$ cat config.mk
export PLATFORM = sky130hd
export DESIGN_NAME = logic_serializer_flat
export DESIGN_NICKNAME = d
export VERILOG_FILES = /design/src/rtl/logic_serializer_if.sv /design/src/rtl/logic_serializer.sv /design/src/flat_wrapper.sv
export SDC_FILE = /design/constraint.sdc
export NUM_CORES = 1
export LEC_CHECK = 0
export ABC_CLOCK_PERIOD_IN_PS = 4100
export CORE_MARGIN = 2
export CORE_UTILIZATION = 53
export DETAILED_ROUTE_END_ITERATION = 10
export PLACE_DENSITY = 0.83
export SLEW_MARGIN = 15
export SYNTH_ARGS = -nofsm -noshare
export SYNTH_HDL_FRONTEND = slang
export SYNTH_SLANG_ARGS = --single-unit
$ cat constraint.sdc
create_clock -name clk -period 4.1 [get_ports clk]
set_input_delay 0.615 -clock clk [delete_from_list [all_inputs] [get_ports clk]]
set_output_delay 0.615 -clock clk [all_outputs]
set_load 0.02 [all_outputs]
$ cat src/rtl/logic_serializer_if.sv
// Operand/result bus for the bit-serial logic sequencer. The master side is
// whoever supplies operands and hosts the 1-bit logicunit. The slave side is
// the serializer itself.
interface logic_serializer_if #(
   parameter int WIDTH = 8
);
   logic             start;
   logic [WIDTH-1:0] A;
   logic [WIDTH-1:0] B;
   logic [1:0]       control;
   logic             lu_a;
   logic             lu_b;
   logic [1:0]       lu_control;
   logic             lu_out;
   logic             busy;
   logic             done;
   logic [WIDTH-1:0] result;

   modport master (
      output start, A, B, control, lu_out,
      input  lu_a, lu_b, lu_control, busy, done, result
   );

   modport slave (
      input  start, A, B, control, lu_out,
      output lu_a, lu_b, lu_control, busy, done, result
   );
endinterface

$ cat src/rtl/logic_serializer.sv
// Bit-serial operand sequencer around a 1-bit logicunit.
// Presents one operand bit pair per cycle, LSB first, for WIDTH cycles. It
// collects the returned bit into an accumulator and publishes the full-width
// result with a one-cycle done pulse.
module logic_serializer #(
   parameter int WIDTH = 8
) (
   input  logic               clk,
   input  logic               reset_n,
   logic_serializer_if.slave  bus
);

   localparam int CW = (WIDTH > 1) ? $clog2(WIDTH) : 1;
   localparam logic [CW-1:0] LAST_BIT = CW'(WIDTH - 1);

   localparam logic [1:0] IDLE  = 2'd0;
   localparam logic [1:0] SHIFT = 2'd1;
   localparam logic [1:0] DONE  = 2'd2;

   logic [1:0]       state;
   logic [WIDTH-1:0] aShift;
   logic [WIDTH-1:0] bShift;
   logic [1:0]       ctrlHold;
   logic [WIDTH-2:0] acc;
   logic [WIDTH-1:0] accNext;
   logic [CW-1:0]    bitCount;
   logic [WIDTH-1:0] resultReg;
   logic             accept;
   logic             lastBit;

   assign accept  = (state == IDLE) && bus.start;
   assign lastBit = (state == SHIFT) && (bitCount == LAST_BIT);

   // The accumulator keeps only the upper WIDTH-1 bits of the shifting
   // window. The lowest bit of the next value falls straight into the result
   // on the final edge and is never needed afterwards.
   assign accNext = {bus.lu_out, acc};

   // Sequencer: IDLE waits for start, SHIFT runs WIDTH cycles, DONE is the
   // single cycle during which done is high.
   always_ff @(posedge clk or negedge reset_n) begin
      if (!reset_n) begin
         state <= IDLE;
      end else begin
         case (state)
            IDLE:    if (bus.start) state <= SHIFT;
            SHIFT:   if (bitCount == LAST_BIT) state <= DONE;
            DONE:    state <= IDLE;
            default: state <= IDLE;
         endcase
      end
   end

   // Operand shift registers: loaded on acceptance, then shifted right once
   // per SHIFT edge so bit 0 is always the pair being evaluated. They drain
   // to zero by the end of an operation.
   always_ff @(posedge clk or negedge reset_n) begin
      if (!reset_n) begin
         aShift <= '0;
         bShift <= '0;
      end else if (accept) begin
         aShift <= bus.A;
         bShift <= bus.B;
      end else if (state == SHIFT) begin
         aShift <= aShift >> 1;
         bShift <= bShift >> 1;
      end
   end

   // Control is held for the logicunit from acceptance until the next
   // acceptance, so lu_control stays stable in IDLE and DONE as well.
   always_ff @(posedge clk or negedge reset_n) begin
      if (!reset_n) begin
         ctrlHold <= 2'b00;
      end else if (accept) begin
         ctrlHold <= bus.control;
      end
   end

   // Bit counter: cleared on acceptance, counts SHIFT edges, and returns to
   // zero on the final edge instead of wrapping past WIDTH-1.
   always_ff @(posedge clk or negedge reset_n) begin
      if (!reset_n) begin
         bitCount <= '0;
      end else if (accept || lastBit) begin
         bitCount <= '0;
      end else if (state == SHIFT) begin
         bitCount <= bitCount + CW'(1);
      end
   end

   // Accumulator: each returned bit enters at the MSB, so after WIDTH edges
   // the first (LSB) result bit has walked down to bit 0.
   always_ff @(posedge clk or negedge reset_n) begin
      if (!reset_n) begin
         acc <= '0;
      end else if (accept) begin
         acc <= '0;
      end else if (state == SHIFT) begin
         acc <= accNext[WIDTH-1:1];
      end
   end

   // Published result: updated only on the final SHIFT edge, including that
   // edge's returned bit, and held until the next completion.
   always_ff @(posedge clk or negedge reset_n) begin
      if (!reset_n) begin
         resultReg <= '0;
      end else if (lastBit) begin
         resultReg <= accNext;
      end
   end

   assign bus.lu_a       = aShift[0];
   assign bus.lu_b       = bShift[0];
   assign bus.lu_control = ctrlHold;
   assign bus.busy       = (state != IDLE);
   assign bus.done       = (state == DONE);
   assign bus.result     = resultReg;

endmodule

$ cat src/flat_wrapper.sv
// flat-port wrapper written by rule: the top's interface ports become plain ports
module logic_serializer_flat 
#(
   parameter int WIDTH = 8
)
  (clk, reset_n, bus_start, bus_A, bus_B, bus_control, bus_lu_out, bus_lu_a, bus_lu_b, bus_lu_control, bus_busy, bus_done, bus_result);
  logic_serializer_if #(.WIDTH(WIDTH)) bus_i ();
  input  logic clk;
  input  logic reset_n;
  input wire logic [$bits(bus_i.start)-1:0] bus_start;
  input wire logic [$bits(bus_i.A)-1:0] bus_A;
  input wire logic [$bits(bus_i.B)-1:0] bus_B;
  input wire logic [$bits(bus_i.control)-1:0] bus_control;
  input wire logic [$bits(bus_i.lu_out)-1:0] bus_lu_out;
  output wire logic [$bits(bus_i.lu_a)-1:0] bus_lu_a;
  output wire logic [$bits(bus_i.lu_b)-1:0] bus_lu_b;
  output wire logic [$bits(bus_i.lu_control)-1:0] bus_lu_control;
  output wire logic [$bits(bus_i.busy)-1:0] bus_busy;
  output wire logic [$bits(bus_i.done)-1:0] bus_done;
  output wire logic [$bits(bus_i.result)-1:0] bus_result;
  assign bus_i.start = bus_start;
  assign bus_i.A = bus_A;
  assign bus_i.B = bus_B;
  assign bus_i.control = bus_control;
  assign bus_i.lu_out = bus_lu_out;
  assign bus_lu_a = bus_i.lu_a;
  assign bus_lu_b = bus_i.lu_b;
  assign bus_lu_control = bus_i.lu_control;
  assign bus_busy = bus_i.busy;
  assign bus_done = bus_i.done;
  assign bus_result = bus_i.result;
  logic_serializer #(.WIDTH(WIDTH)) u_core (.clk(clk), .reset_n(reset_n), .bus(bus_i));
endmodule
# After elaboration in Yosys (flattened, before gate mapping)
# Cells that the tools add are included.
[op_classes]
n_reduce_logical = 8
addsub = 1
n_mux = 11
n_eq_ne = 5
[op_table]
columns = ["operator", "count"]
rows = [
  ["two-way mux 8 bit", 4],
  ["two-way mux 7 bit", 2],
  ["two-way mux 3 bit", 2],
  ["nonzero test 2 bit", 3],
  ["two-way mux 2 bit", 2],
  ["case mux 2 bit (2 select lines)", 1],
  ["adder 3 x 1 -> 3 bit (second input constant)", 1],
  ["== test 3 bit (second input constant)", 1],
  ["== test 2 x 1 -> 1 bit (second input constant)", 1],
  ["== test 2 bit (second input constant)", 1],
  ["logical AND 1 bit", 2],
  ["logical NOT 2 bit", 1],
  ["!= test 2 x 1 -> 1 bit (second input constant)", 1],
  ["!= test 2 bit (second input constant)", 1],
  ["AND reduction 2 bit", 1],
  ["logical OR 1 bit", 1],
]
[word_totals]
ff_bits = 38
inputBits = 22
out_inout_bits = 14
word_cells = 32

# Depth between registers and ports, before layout
[depth]
ltp_word = 4
depth_mapped = 4

# Worst setup path before layout
# OpenSTA, ideal clock, no wires.
[synth_timing]
kind = "reg-to-output"
from = "register u_core.state[1]"
to = "output bus_done"
stages_incl_launch_ff = 4
arrival_ps = 1047
required_ps = 3485
path_buffers = 1
slack_ps = 2438
path_cell_list = "dfrtp_1 > inv_1 > buf_2 > nor2_1"
[synth_between]
elab_chain_cells = 1
[synth_lines]
columns = ["item", "line", "source"]
rows = [
  ["start: declaration", "logic_serializer.sv:20", "logic [1:0] state;"],
  ["start signal: assignment", "logic_serializer.sv:43", "state <= IDLE;"],
  ["start signal: assignment", "logic_serializer.sv:46", "IDLE: if (bus.start) state <= SHIFT;"],
  ["start signal: assignment", "logic_serializer.sv:47", "SHIFT: if (bitCount == LAST_BIT) state <= DONE;"],
  ["== test 2 bit", "logic_serializer.sv:118", "assign bus.done = (state == DONE);"],
  ["end: declaration", "flat_wrapper.sv:19", "output wire logic [$bits(bus_i.done)-1:0] bus_done;"],
]
# No other way between the ends.

# Final worst setup path
# Same ends and word-level chain as after synthesis.

==> results.py <==
metrics = {
    "die": {
        "rows": 20,
        "die_area_um2": 3530,
        "initial_utilization": 0.547,
        "die_h_um": 59.4,
        "fp.coreArea_um2": 2980,
        "ioPinCount": 36,
        "die_width_um": 59.4,
    },
    "clock_network": {
        "clock_tree.root_cell": "clkbuf_4",
        "clk_sink_count": 38,
        "post_cts_buffers": 0,
        "clock_buffers_created_by_tritoncts": 5,
        "clock_tree_from_tritoncts": "built",
        "ctsLongestPathBuffers": 2,
        "cts_max_level": 2,
        "insertion_delay_ps": 350,
        "cts.repair.resized": 0,
        "clk_pin_slew_ps": 120,
        "cts.hold.buffers_added": 0,
    },
    "critical_path": {
        "worst-path-max-fanout": 16,
        "worst_setup_sp": "u_core.state[1]$_DFFE_PN0P_",
        "required_worst_endpoint_ps": 3480,
        "worst_path_largest_cell_delay_ps": 620,
        "critPathCaptureType": "primary output",
        "timing.critical_path.from_type": "flop",
        "worstPathBufferInverterCount": 2,
        "critical_path.reg2reg.startpoint": "u_core.state[1]$_DFFE_PN0P_",
        "timing.setup.critical_path_class": "flop to primary output",
        "cpLargestDelayFamily": "buffers and inverters",
        "crit_path_max_delay_cell_type": "clkdlybuf4s50_1",
        "crit_chain": "inv_1 > nor2_1 > clkdlybuf4s50_1",
        "worst_ep_arrival_time_ps": 1960,
    },
    "power_and_ir_drop": {
        "pwr_density_cell_nw_per_um2": 800,
        "p_total_uw": 1660,
        "ir_worst_vdd_mv": 0.424,
        "power.static_leakage_uw": 0.000945,
    },
    "global_routing": {
        "grt_start_max_net_pins": 39,
        "global_route.usage.total": 0.228,
        "grt_pass1_wl_um": 5790,
        "grt_remaining_overflow": 0,
        "grt_antenna_before_repair": 0,
        "first_global_vias": 1258,
    },
    "finish": {
        "layout-area-overhead-vs-synth_pct": 27.5,
        "num-nets-final": 186,
        "drive_gt1_frac": 0.166,
        "antenna-diode-count": 0,
    },
    "placed_design": {
        "place.gp.congestion": 0.796,
        "place.detailed.hpwl_um": 2320,
        "port-buffer-count": 35,
    },
    "logic_synthesis": {
        "synth_area_um2": 1630,
        "synth.largest_area_cell": "dfrtp_1",
        "mappedNetlistNets": 152,
        "combinational_family_with_the_most_area_after_synthesis": "compound AO/OA/AOI/OAI gates",
        "synth_cells": 128,
        "adder_cell_share_of_the_synthesized_area": 0.0154,
        "post_synthesis_mux_area_share": 0.0945,
        "yosys-top-cells-area": "dfrtp_1 58%, o22ai_1 8.5%, mux2_4 7.4%",
        "synth_simple_gate_area_frac": 0.0623,
        "synth_compound_area_frac": 0.204,
        "syn_avg_cell_area_um2": 12.7,
        "synth.yosys.seq_area_share": 0.584,
        "synth_xor_xnor_area_share": 0,
        "ys_seq_elements": 38,
        "yosys.cell_types.count": 25,
        "post-synth-top-area-fraction": 0.584,
        "yosysWarnings": 0,
    },
    "route": {
        "routed_wire_length_um": 3390,
        "drt-vias-per-instance": 6.05,
        "route.detailed.wl_per_inst_um": 17.3,
        "route.detailed.drc": 0,
        "detail-route-antenna-nets": 0,
        "vias_after_detailed_routing": 1186,
        "first_iter_violations": 65,
        "drt_pre_antenna_iters": 4,
    },
    "timing": {
        "final-max-slew-violation-count": 0,
        "fin_worst_skew_ps": 12.0,
        "period_needed_ps": 2580,
        "tightest_slew_ps": 813,
        "max_slew_margin": 0.458,
        "final.period_utilization": 0.628,
        "final.setup.tns_ps": 0,
        "fmaxAchievable_mhz": 388,
        "finalHoldViolCount": 0,
        "unrepaired_setup_endpoints_after_global_routing": "false",
        "finalSetupViolations": 0,
    },
    "flow_run": {
        "max-cap-violations": 0,
    },
    "run_status": {
        "run_status": "complete, no violations",
    },
    "worst_hold_path": {
        "hp-class": "input pin to asynchronous set/reset pin",
    },
}
[layer usage]
metal | vias up | share of wire | track usage | wire length (um)
li1 | 546 | - | - | -
met1 | 584 | 0.44 | 0.302 | 1490
met2 | 45 | 0.48 | 0.342 | 1640
met3 | 11 | 0.054 | 0.0677 | 183
met4 | 0 | 0.024 | 0.110 | 83
met5 | - | 0 | 0 | 0
[metrics by stage]
step	hold WS (ps)	util	setup WS [ps]	cell area, um2	instances
2_1_floorplan	319	-	2440	1630	128
3_3_place_gp	490	0.661	1840	1970	188
3_5_place_dp	496	0.661	1750	1970	188
4_1_cts	372	0.697	1540	2080	196
5_1_grt	401	0.697	1430	2080	196
6_report	343	0.697	1520	2080	196
[worst register-to-register path: cells and delay by family, from the launching register on]
| kind | cells | cell delay [ps] |
|---|---|---|
| AND/OR/NAND/NOR | 1 | 370 |
| flip-flops | 1 | 490 |
| multiplexers | 1 | 380 |
| buffers and inverters | 1 | 420 |
[cells in the final DEF (no fill, tap or decap)]
| cell type | Yosys | routed |
|---|---|---|
| a21oi_1 | 9 | 9 |
| a22o_1 | 5 | 5 |
| a22o_2 | 4 | 4 |
| a22oi_1 | 1 | 1 |
| a2bb2oi_1 | 5 | 5 |
| a32o_1 | 1 | 1 |
| buf_2 | 3 | 1 |
| bufinv_16 | 0 | 2 |
| clkbuf_4 | 0 | 5 |
| clkdlybuf4s50_1 | 0 | 34 |
| clkinv_4 | 0 | 1 |
| dfrtp_1 | 38 | 38 |
| ha_1 | 2 | 2 |
| inv_1 | 5 | 5 |
| mux2_2 | 3 | 3 |
| mux2_4 | 8 | 8 |
| nand2_1 | 3 | 3 |
| nand2_8 | 1 | 1 |
| nand2b_1 | 3 | 3 |
| nand3_1 | 1 | 1 |
| nor2_1 | 5 | 5 |
| nor2b_4 | 1 | 1 |
| o21ai_0 | 1 | 1 |
| o22ai_1 | 22 | 22 |
| or2_2 | 1 | 1 |
| or2b_1 | 1 | 1 |
[area by class of cell]
| type | instances | area, um2 |
|---|---|---|
| tap | 33 | 41.3 |
| sequential | 38 | 951 |
| clock buffer | 5 | 37.5 |
| clock inverter | 3 | 68.8 |
| fill | 209 | 902 |
| timing repair buffer | 35 | 345 |
| multi-input combinational | 77 | 613 |
| inverter | 5 | 18.8 |
[worst paths after layout]
path,cells past startpoint,slack (ps),endpoint
min in group clk,1,520,u_core.bus.lu_control[0]$_DFFE_PN0N_
setup / recovery,3,1520,bus_done
setup reg to reg,3,2340,u_core.bitCount[0]$_DFFE_PN0P_
max in group asynchronous,1,3240,u_core.bus.result[7]$_DFFE_PN0P_
hold / removal,1,340,u_core.bShift[1]$_DFFE_PN0P_
hold reg to reg,1,520,u_core.bus.lu_control[0]$_DFFE_PN0N_
[report_power, final]
group | switching (uW) | internal, uW
clock | 132 | 191
sequential | 127 | 544
combinational | 311 | 357
total | 569 | 1090
[kinds of logic after synthesis]
family                     count (synthesis)
muxes                                     11
AOI/OAI and AO/OA                         48
adders and majority gates                  2
DFF                                       38
and+or+nand+nor                           16
buffers and inverters                     13
[synth_stat cells]
| cell | number |
|---|---|
| or2b_1 | 1 |
| a22o_2 | 4 |
| a22oi_1 | 1 |
| buf_2 | 3 |
| a2bb2oi_1 | 5 |
| nand2_8 | 1 |
| or2_2 | 1 |
| mux2_4 | 8 |
| a22o_1 | 5 |
| buf_6 | 1 |
| nand3_1 | 1 |
| inv_1 | 5 |
| nor2_1 | 5 |
| dfrtp_1 | 38 |
| mux2_2 | 3 |
| a32o_1 | 1 |
| nand2_1 | 3 |
| ha_1 | 2 |
| buf_4 | 1 |
| o21ai_0 | 1 |
| nand2b_1 | 3 |
| clkbuf_1 | 3 |
| o22ai_1 | 22 |
| nor2b_4 | 1 |
| a21oi_1 | 9 |
[flip-flops by register name (all words and copies together) (netlist names)]
signal,count
u_core.bitCount,3
u_core.acc,7
u_core.aShift,8
u_core.state,2
u_core.bus.lu_control,2
u_core.bShift,8
u_core.bus.result,8
Note: power is estimated with default switching activity, not from simulation.
